<file path="config.mk">
export PLATFORM = sky130hd
export DESIGN_NAME = packet_unpacker
export DESIGN_NICKNAME = d
export VERILOG_FILES = /design/src/rtl/packet_unpacker.sv
export SDC_FILE = /design/constraint.sdc
export NUM_CORES = 1
export LEC_CHECK = 0
export CELL_PAD_IN_SITES_DETAIL_PLACEMENT = 1
export CELL_PAD_IN_SITES_GLOBAL_PLACEMENT = 2
export CORE_AREA = 3 3 97 99
export DETAILED_ROUTE_END_ITERATION = 6
export DIE_AREA = 0 0 100 102
export HOLD_SLACK_MARGIN = 0.02
export PLACE_DENSITY = 0.82
export SLEW_MARGIN = 20
export SYNTH_ARGS = -nofsm -noshare
export SYNTH_HDL_FRONTEND = slang
export SYNTH_SLANG_ARGS = --single-unit
</file>
<file path="constraint.sdc">
create_clock -name clk -period 1.49 [get_ports clk]
set_input_delay 0.2235 -clock clk [delete_from_list [all_inputs] [get_ports clk]]
set_output_delay 0.2235 -clock clk [all_outputs]
set_load 0.03 [all_outputs]
</file>
<file path="src/rtl/packet_unpacker.sv">
// packet_unpacker: splits a framed byte stream (PID, ND, data, DCRC) into PID/data buffer writes
module packet_unpacker #(
   parameter int MAX_ND = 64
) (
   input  logic        clk,
   input  logic        n_rst,
   input  logic        fifo_empty,
   input  logic [7:0]  fifo_rdata,
   output logic        fifo_read,
   input  logic        pid_full,
   input  logic        data_full,
   output logic [7:0]  wbyte,
   output logic        pid_wen,
   output logic        data_wen,
   output logic [7:0]  nd_out,
   output logic [15:0] dcrc_out,
   output logic        eop,
   output logic        pid_error,
   output logic        len_error
);
   typedef enum logic [2:0] {S_PID, S_ND, S_DATA, S_CRC_LO, S_CRC_HI} state_t;
   localparam logic [8:0] MAX_ND_W = 9'(MAX_ND);
   state_t      state_q, state_d;
   logic [7:0]  cnt_q, cnt_d, nd_q, nd_d, lo_q, lo_d;
   logic [15:0] dcrc_q, dcrc_d;
   logic        eop_q, eop_d, perr_q, perr_d, lerr_q, lerr_d;
   logic        pid_ok, too_long;
   assign wbyte     = fifo_rdata;
   assign nd_out    = nd_q;
   assign dcrc_out  = dcrc_q;
   assign eop       = eop_q;
   assign pid_error = perr_q;
   assign len_error = lerr_q;
   // pop/route decision for the head byte and next-state of the frame parser
   always_comb begin
      state_d   = state_q;
      cnt_d     = cnt_q;
      nd_d      = nd_q;
      lo_d      = lo_q;
      dcrc_d    = dcrc_q;
      eop_d     = 1'b0;
      perr_d    = 1'b0;
      lerr_d    = 1'b0;
      fifo_read = 1'b0;
      pid_wen   = 1'b0;
      data_wen  = 1'b0;
      pid_ok    = fifo_rdata[7:4] == ~fifo_rdata[3:0];
      too_long  = {1'b0, fifo_rdata} > MAX_ND_W;
      case (state_q)
         S_ND: begin
            fifo_read = ~fifo_empty;
            if (fifo_read) begin
               nd_d    = fifo_rdata;
               cnt_d   = fifo_rdata;
               lerr_d  = too_long;
               state_d = too_long ? S_PID : (fifo_rdata == 8'd0) ? S_CRC_LO : S_DATA;
            end
         end
         S_DATA: begin
            fifo_read = ~fifo_empty & ~data_full;
            data_wen  = fifo_read;
            if (fifo_read) begin
               cnt_d   = cnt_q - 8'd1;
               state_d = (cnt_q == 8'd1) ? S_CRC_LO : S_DATA;
            end
         end
         S_CRC_LO: begin
            fifo_read = ~fifo_empty;
            if (fifo_read) begin
               lo_d    = fifo_rdata;
               state_d = S_CRC_HI;
            end
         end
         S_CRC_HI: begin
            fifo_read = ~fifo_empty;
            if (fifo_read) begin
               dcrc_d  = {fifo_rdata, lo_q};
               eop_d   = 1'b1;
               state_d = S_PID;
            end
         end
         default: begin
            fifo_read = ~fifo_empty & ~pid_full;
            pid_wen   = fifo_read & pid_ok;
            perr_d    = fifo_read & ~pid_ok;
            state_d   = (fifo_read & pid_ok) ? S_ND : S_PID;
         end
      endcase
   end
   // parser state and registered outputs, cleared by synchronous reset
   always_ff @(posedge clk) begin
      if (!n_rst) begin
         state_q <= S_PID;
         cnt_q   <= '0;
         nd_q    <= '0;
         lo_q    <= '0;
         dcrc_q  <= '0;
         eop_q   <= 1'b0;
         perr_q  <= 1'b0;
         lerr_q  <= 1'b0;
      end else begin
         state_q <= state_d;
         cnt_q   <= cnt_d;
         nd_q    <= nd_d;
         lo_q    <= lo_d;
         dcrc_q  <= dcrc_d;
         eop_q   <= eop_d;
         perr_q  <= perr_d;
         lerr_q  <= lerr_d;
      end
   end
endmodule
</file>
==> results of run 1 <==
routing by layer:
| layer | routed length, µm | part of all wire |
|---|---|---|
| met1 | 3671 | 0.45 |
| met2 | 4184 | 0.51 |
| met3 | 290 | 0.035 |
| met4 | 88 | 0.011 |
| met5 | 0 | 0 |
metrics by stage:
stage / power, mW / cell area (µm²) / utilization / hold WS [ns] / cells
final: 2.349 / 3766 / 0.4361 / 0.4542 / 489
after floorplan: 1.397 / 2276 / - / 0.3584 / 273
after global routing: 2.453 / 3766 / 0.4361 / 0.4769 / 489
after CTS: 2.363 / 3516 / 0.4071 / 0.4600 / 483
after detailed placement: 1.565 / 3286 / 0.3805 / 0.4499 / 467
after global placement: 1.561 / 3286 / 0.3805 / 0.4455 / 467
area by class of cell:
cell class                 instances  area, µm²
sequential                        46      925.9
tap                              108      135.1
fill                             996       4870
clock inverter                     2      13.76
multi-input combinational        200       1429
inverter                           3      11.26
clock buffer                       6      72.57
timing repair buffer             124       1179
tightest hold or removal path: stages (launching register included):
cell	delay [ns]
dfxtp_1	0.32
nand2_1	0.05
a21boi_1	0.05
kinds of logic after synthesis:
| kind of cell | share of synthesized area |
|---|---|
| and+or+nand+nor | 0.2649 |
| DFF | 0.4130 |
| xor gates and xnor gates | 0.02357 |
| buffers and inverters | 0.06622 |
| muxes | 0.004490 |
| AOI/OAI and AO/OA | 0.2166 |
| adders and majority gates | 0.01122 |
timing repair:
action | CTS | global route
cloned | 0 | 2
endpoints found under the hold margin | 0 | 0
hold buffers | 0 | 0
resized for setup | 75 | 52
setup buffers | 8 | 4
pin swaps | 9 | 30
setup endpoints to repair | 50 | 44
power groups by stage:
stage | Combinational (mW) | Clock (mW) | Sequential [mW]
final | 0.322 | 0.790 | 1.24
after global placement | 0.296 | 0 | 1.27
after floorplan | 0.126 | 0 | 1.27
after CTS | 0.306 | 0.820 | 1.24
after detailed placement | 0.300 | 0 | 1.27
after global routing | 0.344 | 0.871 | 1.24
final timing paths:
path                                   from     endpoint  slack (ns)  cells after the start
worst max-delay path             state_q[1]     cnt_q[7]       -0.24                      9
worst min-delay path            dcrc_out[4]  dcrc_out[4]        0.45                      2
worst max register to register   state_q[1]     cnt_q[7]       -0.24                      9
worst min register to register  dcrc_out[4]  dcrc_out[4]        0.45                      2
sequential cells by signal, indices dropped and copies added (netlist names):
register   cells
dcrc_out      16
cnt_q          8
lo_q           8
nd_out         8
state_q        3
eop            1
len_error      1
pid_error      1
cell usage in the layout (no fill, tap or decap), drive strengths merged, types with 5 or more instances in the layout:
master	n
buf	83
nand2	76
dfxtp	46
dlygate4sd2	35
a21boi	33
a21oi	10
nor2	9
clkbuf	8
o21ai	7
xor2	5
nor3	5
==> run_results.csv, run 1 <==
group,metric,value,unit
power,pwr-share-seq,0.527,
worst_setup_path,cpLargestDelayFamily,"buffers and inverters",
cts,cts_root_buf,"clkbuf_8",
yosys,netlist_area,0.002230,mm²
yosys,ys_ff_latch,46,
drt,vias_per_cell,4.740,
worst_setup_path,start_kind,"register",
place,pre_cts_ws,-0.4752,ns
grt,first_global_vias,2469,
sta,finalCritPeriodShare,1.163,
yosys,synth_top_area_share,0.4130,
yosys,yosysWarnings,0,
yosys,ys_async_sr_fraction,0,
sta,rsz0062_at_grt,"true",
power,clockPowerShare,0.336,
sta,worstMarginPinSlew,0.4882,ns
yosys,synth_cells,273,
outcome,outcome,"finished, violations left",
sta,hold_viol_final,0,
power,p_int,1.716,mW
die,core,0.008636,mm²
grt,grt-ovfl-total,0,
cts,clk_latency,0.30,ns
worst_setup_path,critical_path_buf_inv_count,5,
yosys,avgSynthCellArea,8.167,µm²
yosys,synth_ff_type,"dfxtp_1",
power,swShare,0.2694,
drt,ant_nets,0,
die,fp.dieArea,0.01020,mm²
sta,finalClockSkew,0.007819,ns
worst_setup_path,slowest_delay,0.34,ns
die,start_util,0.2582,
grt,use_met2,0.2791,
sta,slew_violations,0,
place,post-dp-hpwl,5.587,mm
grt,grt_pass1_wl,13.03,mm
min_path,holdCritPathClass,"reg -> reg",
drt,post_drt_wl_per_cell,16.84,µm
yosys,synth.most_common_cell,"nand2_1",
drt,vias,2318,
worst_setup_path,worstPathArrival,1.94,ns
yosys,syn_nets,288,
power,ir_drop,0.3966,mV
die,die_h,102,µm
cts,cts.sinks,46,
die,fp.dieW,100,µm
worst_setup_path,cpMaxStageDelayCell,"dfxtp_2",
place,gp_congestion,0.8676,
sta,fmax,0.5771,GHz
grt,use_met1,0.2073,
worst_setup_path,endpoint_kind,"register",
outcome,violations,"setup timing",
grt,grt.total_usage,0.1598,
worst_setup_path,crit_type,"reg -> reg",
sta,setup_ws,-0.2429,ns
power,p_comb_frac,0.137,
drt,drtIter0Drc,99,
yosys,synthDistinctLibCells,45,
worst_setup_path,worstPathCellList,"buf_6 -> buf_4 -> buf_6 -> nor3b_4 -> o21ai_1 -> buf_4 -> buf_6 -> nor2_2 -> o221a_2",
layout,antennaDiodeCount,0,
layout,num-nets-final,395,
place,port_buffers,50,
yosys,seq_area_frac_synth,0.4130,
worst_setup_path,critical_path.max_fanout,6,
cts,cts.path.max_buffers,2,
sta,layout_min_cycle_time,1.733,ns
worst_setup_path,required,1.70,ns
worst_setup_path,cp_common_cell,"buf_6",
die,core.rowCount,34,
job,cap_viol_max_count,0,
sta,max_slew_margin,0.6720,
cts,cts_made_buffers,5,
yosys,ys_top_cells_by_count,"nand2_1 (76), dfxtp_1 (46), a21boi_0 (23)",
drt,routed_wl,8.235,mm
power,power_density,623.8,mW/mm²
die,ios,51,
power,power_switching,0.6329,mW
yosys,synth_edf_count,0,
cts,htree_levels,2,
layout,synthToLayoutAreaGrowth,68.91,%
yosys,synth_area_leaders,"dfxtp_1 (41%), nand2_1 (13%), a21boi_0 (7.7%)",
grt,grt_use_met3,0.03003,
layout,drive_above_1_share,0.3806,
drt,first_pass_iters,4,
grt,grt_max_degree,31,
grt,antenna_found_initial,0,
grt,grt.busiest_layer,"met2",
sta,setup_violations,30,
yosys,yosysTopAreaCell,"dfxtp_1",
sta,tns,-5.243,ns
drt,post-route-drc-count,0,
cts,cts.reportedPaths.clkPinSlew,0.10,ns
cts,tritoncts,"built",
power,leakagePower,1.621,nW
Note: power is estimated with default switching activity, not from simulation.
==> inputs of run 2 (changes only) <==
--- a/config.mk
+++ b/config.mk
@@ -9,4 +9,5 @@
 export CELL_PAD_IN_SITES_GLOBAL_PLACEMENT = 2
 export CORE_AREA = 3 3 97 99
+export CTS_CLUSTER_SIZE = 20
 export DETAILED_ROUTE_END_ITERATION = 6
 export DIE_AREA = 0 0 100 102
==> constraint.sdc (replaced) <==
create_clock -name clk -period 1.49 [get_ports clk]
set_input_delay 0.3725 -clock clk [delete_from_list [all_inputs] [get_ports clk]]
set_output_delay 0.3725 -clock clk [all_outputs]
set_load 0.03 [all_outputs]
==> run 2 against run 1 <==
  * The flow still finishes with violations (setup timing)
  * First-iteration DRC count decreased by 8.1%
  * Global-route usage decreased by 1.1 points
  * Final area decreased by 6.4%
  * Wire length decreased by 8.9%
  * Clock skew decreased by 0.0034 ns
  * Utilization decreased by 2.8 points
  * Total power increased by 2.5%
  * Clock-buffer cell count increased by 1
  * Sequential share of layout area increased by 1.8 points
  * Fmax decreased by 5.6%
  * Via count decreased by 2.5%
  * Clock power increased by 11%
  * Critical path type is now in -> out
==> run_results.csv, run 2 (synthesized netlist as in run 1, its figures left out) <==
group,metric,value,unit
outcome,outcome,"finished, violations left",
outcome,violations,"setup timing",
cts,cts.sinks,46,
worst_setup_path,worstPathCellList,"clkdlybuf4s50_1 -> buf_4 -> nor4_4 -> buf_12",
die,fp.dieW,100,µm
place,post-dp-hpwl,5.347,mm
drt,ant_nets,0,
worst_setup_path,cpLargestDelayFamily,"buffers and inverters",
power,pwr-share-seq,0.513,
layout,num-nets-final,383,
power,leakagePower,1.449,nW
drt,post_drt_wl_per_cell,15.73,µm
worst_setup_path,start_kind,"input pin",
layout,drive_above_1_share,0.3496,
worst_setup_path,critical_path_buf_inv_count,3,
power,clockPowerShare,0.363,
cts,clk_latency,0.30,ns
sta,worstMarginPinSlew,0.4309,ns
grt,grt.total_usage,0.1491,
worst_setup_path,crit_end,"pid_wen",
cts,tritoncts,"built",
cts,hold_buffers,0,
drt,vias_per_cell,4.736,
drt,vias,2259,
drt,first_pass_iters,4,
sta,rsz0062_at_grt,"true",
cts,cts.reportedPaths.clkPinSlew,0.09,ns
die,start_util,0.2582,
place,placed_cells,460,
worst_setup_path,worstPathArrival,1.46,ns
sta,layout_min_cycle_time,1.836,ns
layout,final_common_cell,"nand2_1",
place,gp_congestion,0.8507,
die,fp.dieArea,0.01020,mm²
grt,grt-ovfl-total,0,
worst_setup_path,cp_num_cells,4,
worst_setup_path,critical_path.max_fanout,8,
power,p_int,1.791,mW
worst_setup_path,r2r_end,"cnt_q[4]",
power,swShare,0.2561,
sta,max_slew_margin,0.7053,
power,power_density,683.1,mW/mm²
cts,cts.path.max_buffers,2,
layout,fin_cells,477,
cts,cts_made_buffers,5,
die,die_h,102,µm
sta,setup_violations,22,
cts,cts_root_buf,"clkbuf_8",
drt,routed_wl,7.503,mm
power,p_comb_frac,0.124,
grt,grt_max_degree,18,
grt,grt_pass1_wl,12.10,mm
worst_setup_path,slowest_delay,0.43,ns
worst_setup_path,crit_type,"in -> out",
job,cap_viol_max_count,0,
sta,hold_viol_final,0,
sta,fmax,0.5446,GHz
cts,htree_levels,2,
layout,antennaDiodeCount,0,
layout,synthToLayoutAreaGrowth,58.02,%
layout,largest_register_ffs,16,
die,core,0.008636,mm²
worst_setup_path,r2r_cells,6,
grt,antenna_found_initial,0,
worst_setup_path,endpoint_kind,"output port",
drt,post-route-drc-count,0,
worst_setup_path,critPathLaunch,"fifo_empty",
power,p_total,2.407,mW
layout,final_cell_mix,"nand2_1 (74), buf_4 (58), dfxtp_1 (41)",
sta,finalCritPeriodShare,1.232,
sta,holdWs,0.4544,ns
power,power_switching,0.6164,mW
sta,finalClockSkew,0.004374,ns
worst_setup_path,required,1.12,ns
worst_setup_path,rrSetupSlack,-0.29,ns
die,ios,51,
min_path,holdCritPathClass,"reg -> reg",
worst_setup_path,rr_startpoint,"state_q[0]",
grt,first_global_vias,2413,
power,ir_drop,0.3453,mV
place,port_buffers,50,
sta,slew_violations,0,
drt,drtIter0Drc,91,
worst_setup_path,cpMaxStageDelayCell,"clkdlybuf4s50_1",
die,core.rowCount,34,
sta,setup_ws,-0.3464,ns
run 2: cell count changes in the layout (fill, tap and decap cells not counted), moves of 4 or more:
cell           previous run  this run
buf_2                     0         8
nand2_1                  64        74
dlygate4sd2_1            35        26
buf_6                    19         8
a21boi_2                  7         3
a21boi_1                 18        14
nand2_2                   5         1
a21boi_0                  8        16
nand2_4                   7         1
run 2: worst min-delay path by stage:
| stage | startpoint | end | slack (ns) | cells after the start |
|---|---|---|---|---|
| 2_1_floorplan | lo_q[7] | dcrc_out[7] | 0.43 | 2 |
| 3_3_place_gp | lo_q[7] | dcrc_out[7] | 0.44 | 2 |
| 3_5_place_dp | lo_q[7] | dcrc_out[7] | 0.45 | 2 |
| 4_1_cts | dcrc_out[9] | dcrc_out[9] | 0.46 | 2 |
| 5_1_grt | dcrc_out[13] | dcrc_out[13] | 0.48 | 2 |
| 6_report | dcrc_out[0] | dcrc_out[0] | 0.45 | 2 |
run 2: area by class of cell:
class                      instances  area, µm²
fill                            1021       5112
sequential                        46      929.6
timing repair buffer             112      999.7
clock buffer                       7      96.34
clock inverter                     1      8.758
inverter                           3      11.26
tap                              108      135.1
multi-input combinational        200       1343
run 2: layer usage:
layer | global-route usage | wire length (µm) | vias to the layer above | share of wire
li1 | - | - | 1112 | -
met1 | 0.1828 | 3204 | 1106 | 0.43
met2 | 0.2719 | 3999 | 37 | 0.53
met3 | 0.02526 | 244 | 4 | 0.033
met4 | 0.03731 | 55 | 0 | 0.0073
met5 | 0 | 0 | - | 0
run 2: through the flow:
| stage | util | TNS (ns) | setup slack (ns) | instance area (µm²) |
|---|---|---|---|---|
| global placement | 0.3747 | -15.94 | -0.6852 | 3236 |
| CTS | 0.3954 | -2.344 | -0.3478 | 3415 |
| global route | 0.4080 | -6.923 | -0.3961 | 3523 |
| finish | 0.4080 | -2.533 | -0.3464 | 3523 |
| floorplan | - | -0.2398 | -0.1528 | 2290 |
| detailed placement | 0.3747 | -17.53 | -0.6709 | 3236 |
run 2: tightest hold or removal path: stages (launching register included):
cell	delay, ns
dfxtp_1	0.31
nand2_1	0.05
a21boi_1	0.05
run 2: power by group through the flow:
stage	clock network, mW	logic [mW]	registers (mW)
floorplan	0	0.127	1.27
global placement	0	0.283	1.27
detailed placement	0	0.288	1.27
CTS	0.907	0.294	1.24
global route	0.959	0.318	1.24
finish	0.873	0.298	1.24
run 2: timing repair:
action                                 4_1_cts  5_1_grt
pin swaps                                   10        5
resized for setup                           81       23
endpoints found under the hold margin        0        0
setup buffers                                4        3
setup endpoints to repair                   66       44
gates cloned                                 1        1
